--- src/rtl/hack_xalu_if.sv ---
// Request/result bundle for hack_xalu: valid/ready request in, valid-pulse result out.
interface hack_xalu_if #(parameter int WIDTH = 16);
  logic             in_valid;
  logic             in_ready;
  logic [WIDTH-1:0] x;
  logic [WIDTH-1:0] y;
  logic [5:0]       control;
  logic             ext;
  logic [1:0]       ext_op;
  logic             out_valid;
  logic [WIDTH-1:0] out;
  logic             zr;
  logic             ng;
  logic             busy;

  modport master (
    output in_valid, x, y, control, ext, ext_op,
    input  in_ready, out_valid, out, zr, ng, busy
  );

  modport slave (
    input  in_valid, x, y, control, ext, ext_op,
    output in_ready, out_valid, out, zr, ng, busy
  );
endinterface

--- src/rtl/hack_xalu.sv ---
// Hack ALU with registered result plus iterative MUL, logical SHR and optional DIV/MOD.
// Define HACK_XALU_DIV_EN to build the restoring divider; otherwise DIV/MOD return 0 in one cycle.
module hack_xalu #(
  parameter int WIDTH = 16
) (
  input logic        clk,
  input logic        rst,
  hack_xalu_if.slave bus
);
  localparam int SW = $clog2(WIDTH);
  localparam int CW = $clog2(WIDTH) + 1;
  localparam logic [CW-1:0] CNT_LAST = CW'(WIDTH);

`ifdef HACK_XALU_DIV_EN
  typedef enum logic [1:0] {S_IDLE, S_MUL, S_DIV} state_t;
`else
  typedef enum logic [1:0] {S_IDLE, S_MUL} state_t;
`endif

  state_t           state_q, state_d;
  logic [CW-1:0]    cnt_q, cnt_d;
  // MUL: acc=product, a=shifting multiplicand, b=shifting multiplier.
  // DIV: acc=remainder, a=divisor, b=dividend shifting into quotient.
  logic [WIDTH-1:0] acc_q, acc_d;
  logic [WIDTH-1:0] a_q, a_d;
  logic [WIDTH-1:0] b_q, b_d;
  logic [WIDTH-1:0] out_q, out_d;
  logic             zr_q, zr_d;
  logic             ng_q, ng_d;
  logic             vld_q, vld_d;
  logic [WIDTH-1:0] res;
  logic             wr;
`ifdef HACK_XALU_DIV_EN
  logic             mod_q, mod_d;
  logic [WIDTH:0]   rem_sh;
  logic [WIDTH:0]   diff;
`endif

  function automatic logic [WIDTH-1:0] hack_op(input logic [WIDTH-1:0] xa,
                                               input logic [WIDTH-1:0] ya,
                                               input logic [5:0]       c);
    logic [WIDTH-1:0] x1, x2, y1, y2, r;
    x1 = c[5] ? '0 : xa;
    x2 = c[4] ? ~x1 : x1;
    y1 = c[3] ? '0 : ya;
    y2 = c[2] ? ~y1 : y1;
    r  = c[1] ? x2 + y2 : x2 & y2;
    return c[0] ? ~r : r;
  endfunction

  always_comb begin
    state_d = state_q;
    cnt_d   = cnt_q;
    acc_d   = acc_q;
    a_d     = a_q;
    b_d     = b_q;
    out_d   = out_q;
    zr_d    = zr_q;
    ng_d    = ng_q;
    vld_d   = 1'b0;
    res     = '0;
    wr      = 1'b0;
`ifdef HACK_XALU_DIV_EN
    mod_d   = mod_q;
    rem_sh  = '0;
    diff    = '0;
`endif
    case (state_q)
      S_IDLE: begin
        if (bus.in_valid) begin
          if (!bus.ext) begin
            res = hack_op(bus.x, bus.y, bus.control);
            wr  = 1'b1;
          end else begin
            case (bus.ext_op)
              2'b00: begin
                state_d = S_MUL;
                cnt_d   = '0;
                acc_d   = '0;
                a_d     = bus.x;
                b_d     = bus.y;
              end
              2'b11: begin
                res = bus.x >> bus.y[SW-1:0];
                wr  = 1'b1;
              end
              default: begin
`ifdef HACK_XALU_DIV_EN
                state_d = S_DIV;
                cnt_d   = '0;
                acc_d   = '0;
                a_d     = bus.y;
                b_d     = bus.x;
                mod_d   = bus.ext_op[1];
`else
                res = '0;
                wr  = 1'b1;
`endif
              end
            endcase
          end
        end
      end
      S_MUL: begin
        if (b_q[0]) acc_d = acc_q + a_q;
        a_d   = a_q << 1;
        b_d   = b_q >> 1;
        cnt_d = cnt_q + 1'b1;
        if (cnt_d == CNT_LAST) begin
          res     = acc_d;
          wr      = 1'b1;
          state_d = S_IDLE;
        end
      end
`ifdef HACK_XALU_DIV_EN
      S_DIV: begin
        // Divide by zero falls out naturally: every trial subtract succeeds.
        rem_sh = {acc_q, b_q[WIDTH-1]};
        diff   = rem_sh - {1'b0, a_q};
        if (rem_sh >= {1'b0, a_q}) begin
          acc_d = diff[WIDTH-1:0];
          b_d   = {b_q[WIDTH-2:0], 1'b1};
        end else begin
          acc_d = rem_sh[WIDTH-1:0];
          b_d   = {b_q[WIDTH-2:0], 1'b0};
        end
        cnt_d = cnt_q + 1'b1;
        if (cnt_d == CNT_LAST) begin
          res     = mod_q ? acc_d : b_d;
          wr      = 1'b1;
          state_d = S_IDLE;
        end
      end
`endif
      default: state_d = S_IDLE;
    endcase
    if (wr) begin
      out_d = res;
      zr_d  = (res == '0);
      ng_d  = res[WIDTH-1];
      vld_d = 1'b1;
    end
  end

  always_ff @(posedge clk or posedge rst) begin
    if (rst) begin
      state_q <= S_IDLE;
      cnt_q   <= '0;
      acc_q   <= '0;
      a_q     <= '0;
      b_q     <= '0;
      out_q   <= '0;
      zr_q    <= 1'b0;
      ng_q    <= 1'b0;
      vld_q   <= 1'b0;
`ifdef HACK_XALU_DIV_EN
      mod_q   <= 1'b0;
`endif
    end else begin
      state_q <= state_d;
      cnt_q   <= cnt_d;
      acc_q   <= acc_d;
      a_q     <= a_d;
      b_q     <= b_d;
      out_q   <= out_d;
      zr_q    <= zr_d;
      ng_q    <= ng_d;
      vld_q   <= vld_d;
`ifdef HACK_XALU_DIV_EN
      mod_q   <= mod_d;
`endif
    end
  end

  assign bus.in_ready  = (state_q == S_IDLE);
  assign bus.busy      = (state_q != S_IDLE);
  assign bus.out_valid = vld_q;
  assign bus.out       = out_q;
  assign bus.zr        = zr_q;
  assign bus.ng        = ng_q;
endmodule

--- src/flat_wrapper.sv ---
// flat-port wrapper written by rule: the top's interface ports become plain ports
module hack_xalu_flat 
#(
  parameter int WIDTH = 16
)
  (clk, rst, bus_in_valid, bus_x, bus_y, bus_control, bus_ext, bus_ext_op, bus_in_ready, bus_out_valid, bus_out, bus_zr, bus_ng, bus_busy);
  hack_xalu_if #(.WIDTH(WIDTH)) bus_i ();
  input logic clk;
  input logic rst;
  input wire logic [$bits(bus_i.in_valid)-1:0] bus_in_valid;
  input wire logic [$bits(bus_i.x)-1:0] bus_x;
  input wire logic [$bits(bus_i.y)-1:0] bus_y;
  input wire logic [$bits(bus_i.control)-1:0] bus_control;
  input wire logic [$bits(bus_i.ext)-1:0] bus_ext;
  input wire logic [$bits(bus_i.ext_op)-1:0] bus_ext_op;
  output wire logic [$bits(bus_i.in_ready)-1:0] bus_in_ready;
  output wire logic [$bits(bus_i.out_valid)-1:0] bus_out_valid;
  output wire logic [$bits(bus_i.out)-1:0] bus_out;
  output wire logic [$bits(bus_i.zr)-1:0] bus_zr;
  output wire logic [$bits(bus_i.ng)-1:0] bus_ng;
  output wire logic [$bits(bus_i.busy)-1:0] bus_busy;
  assign bus_i.in_valid = bus_in_valid;
  assign bus_i.x = bus_x;
  assign bus_i.y = bus_y;
  assign bus_i.control = bus_control;
  assign bus_i.ext = bus_ext;
  assign bus_i.ext_op = bus_ext_op;
  assign bus_in_ready = bus_i.in_ready;
  assign bus_out_valid = bus_i.out_valid;
  assign bus_out = bus_i.out;
  assign bus_zr = bus_i.zr;
  assign bus_ng = bus_i.ng;
  assign bus_busy = bus_i.busy;
  hack_xalu #(.WIDTH(WIDTH)) u_core (.clk(clk), .rst(rst), .bus(bus_i));
endmodule
--- config.mk ---
export PLATFORM = sky130hd
export DESIGN_NAME = hack_xalu_flat
export DESIGN_NICKNAME = d
export VERILOG_FILES = /design/src/rtl/hack_xalu_if.sv /design/src/rtl/hack_xalu.sv /design/src/flat_wrapper.sv
export SDC_FILE = /design/constraint.sdc
export NUM_CORES = 1
export LEC_CHECK = 0
export ABC_CLOCK_PERIOD_IN_PS = 7140
export CORE_UTILIZATION = 40
export DETAILED_ROUTE_END_ITERATION = 10
export PLACE_DENSITY = 0.64
export SYNTH_ARGS = -nofsm -noshare
export SYNTH_HDL_FRONTEND = slang
export SYNTH_SLANG_ARGS = --single-unit
--- constraint.sdc ---
create_clock -name clk -period 7.14 [get_ports clk]
set_clock_uncertainty 0.1 [all_clocks]
set_input_delay 2.142 -clock clk [delete_from_list [all_inputs] [get_ports clk]]
set_output_delay 2.142 -clock clk [all_outputs]
set_load 0.005 [all_outputs]
==> results.toml <==
[min_path]
min-delay-start = "u_core.bus.out[12]"
hold_depth = 1
holdCritPathClass = "reg2reg"
min_delay_worst_endpoint = "u_core.bus.out[12]"

[placed_design]
dpl_cell_area_sq_um = 7510
port_buffers = 64
place_congestion = 1.01
hpwl_um = 15700
place_ws_ps = 962
dp.cells = 1029

[setup_path]
start_kind = "input port"
crit_required_ps = 7300
ff2ff_setup_slack_ps = 3560
critPathMaxFanout = 16
r2r_end = "u_core.bus.zr"
rr_worst_depth = 10
crit_arrival_ps = 6020
rr_startpoint = "u_core.a_q[1]"
setup.worst_path.end_class = "register"
path_class = "in2reg"

[global_routing]
grt_pass1_wl_um = 32800
grt_pass1_vias = 5797
grt_start_max_net_pins = 73
grt_antenna_before_repair = 0
grt_use_total_pct = 24.6
grt_overflow = 0

[synthesis]
synth_commonest_cells = "83 x nand2_1, 72 x dfrtp_1, 65 x o21ai_0"
ys_async_sr_fraction_pct = 100
yosys.cell_count.top_type = "nand2_1"
syn_area_sq_um = 6680
synth-edff-count = 0
synthesis.nets = 858
yosysWarningCount = 0
synth.top_cell.area_share_pct = 27.0
synth.top_cells.by_area = "dfrtp_1 27%, mux2i_1 9.6%, xnor2_1 6.6%"
synth-seq-area-share_pct = 27.0
synthFlopType = "dfrtp_1"
yosysTopAreaCell = "dfrtp_1"
ys_types = 79
synth_cells = 780
ys_ff_latch = 72
synth.avg_cell_area_sq_um = 8.56

[clock_tree]
postCtsSetupBuffers = 0
root_buffer = "clkbuf_16"
cts_buffers = 9
clock_sinks = 72
clk_latency_ps = 350
cts_resized = 0
ctsLongestPathBuffers = 2
cts_tree = "done"
cts_hold_buf = 0
path_clk_slew_ps = 60
htree_levels = 3

[sta]
timing.final.crit_share_pct = 82.1
rsz0062_at_grt = "false"
fmax_mhz = 171
tns_ps = 0
min_period_ps = 5860
finalWorstSetupSlack_ps = 1280
hold_viol_final = 0
worst_slew_pin_slew_ps = 1090
drv_slew = 0
setup_viol = 0
relSlewSlack_pct = 27.5

[route]
dr.first_iter.drc_count = 478
via_per_inst = 5.90
wire_per_inst_um = 19.8
wl_um = 20700
routed-via-count = 6163
ant_nets = 0
first_pass_iters = 7
drc = 0

[floorplanning]
fp.dieH_um = 131
die-area_sq_um = 17200
fp.coreArea_sq_um = 16100
fp-row-count = 46
start_util_pct = 41.4
dieWidth_um = 131
pin_count = 65

[run_status]
status = "finished clean"

[final_layout]
fin_cells = 1045
post-route-util_pct = 48.5
antenna_cells = 0
fin_nets = 902
drive_gt1_share_pct = 7.60
final_area_sq_um = 7810
synthToLayoutAreaGrowth_pct = 17.0

[job]
drv_cap = 0

[power_and_ir_drop]
ir_drop_mv = 0.134
power_density_nw_per_um2 = 271
p_leak_nw = 3.30
-- critical path: stages --
cell and delay [ps]:
clkdlybuf4s50_1 1040, xnor2_1 180, ha_1 440, nand3_2 190
a21o_1 210, a211oi_1 360, nor3_1 100, a211oi_1 430
o211ai_1 170, nor4_2 340, nand3_1 140, o41ai_2 280
-- where the power goes --
group / internal [mW] / total, mW / switching (mW)
clock network: 0.281 / 0.470 / 0.189
registers: 0.542 / 0.666 / 0.124
logic: 0.448 / 0.984 / 0.536
-- state kept, by name, summed over array words and instances (netlist names) --
signal and count:
u_core.b_q 16, u_core.bus.zr 1, u_core.bus.out_valid 1, u_core.state_q 1
u_core.acc_q 16, u_core.a_q 16, u_core.cnt_q 5, u_core.bus.out 15
u_core.bus.ng 1
-- metrics by stage --
| stage | total power [mW] | hold WS (ps) |
|---|---|---|
| global route | 2.26 | 402 |
| CTS | 2.12 | 385 |
| detailed placement | 1.64 | 369 |
| floorplan | 1.30 | 349 |
| finish | 2.12 | 380 |
| global placement | 1.64 | 363 |
-- final cells by class --
class,instances,area (sq um)
Timing Repair Buffer,76,731
Clock inverter,6,67.6
Tap cell,216,270
Sequential cell,72,1800
Inverter,20,76.3
Clock buffer,10,239
Multi-Input combinational cell,645,4630
Fill cell,1558,8300
-- routing by layer --
| layer | wire length, um | GRT usage, % |
|---|---|---|
| met5 | 0 | 0 |
| met4 | 673 | 10.5 |
| met3 | 1140 | 4.13 |
| met2 | 9380 | 38.9 |
| met1 | 9500 | 33.1 |
-- cells in the final DEF, fill, tap and decap left out, types with 31 or more instances in the layout --
cell             netlist  layout
a21oi_1               40      40
o21ai_0               65      65
nor2_1                32      31
mux2i_1               64      64
nand2_1               83      83
nand2b_1              39      39
dfrtp_1               72      71
xnor2_1               50      50
clkdlybuf4s50_1        0      64
ha_1                  32      32
-- worst max path at each step --
| stage | slack, ps | end | startpoint | cells past startpoint |
|---|---|---|---|---|
| after floorplan | 1650 | u_core.bus.zr | bus_control[4] | 14 |
| final | 1280 | u_core.bus.zr | bus_control[2] | 12 |
| after global placement | 1040 | u_core.bus.zr | bus_control[2] | 12 |
| after global routing | 970 | u_core.bus.zr | bus_control[2] | 12 |
| after CTS | 1330 | u_core.bus.zr | bus_control[2] | 12 |
| after detailed placement | 960 | u_core.bus.zr | bus_control[2] | 12 |
-- cell families after synthesis --
group | after synthesis | share of synthesized area [%]
mux | 77 | 12.4
compound gates | 227 | 23.4
fa+ha+maj | 34 | 6.59
xor+xnor | 62 | 8.13
buf+inv | 63 | 3.88
flops | 72 | 27.0
simple gates | 245 | 18.7
No activity file was read; power rests on OpenSTA's default activity.
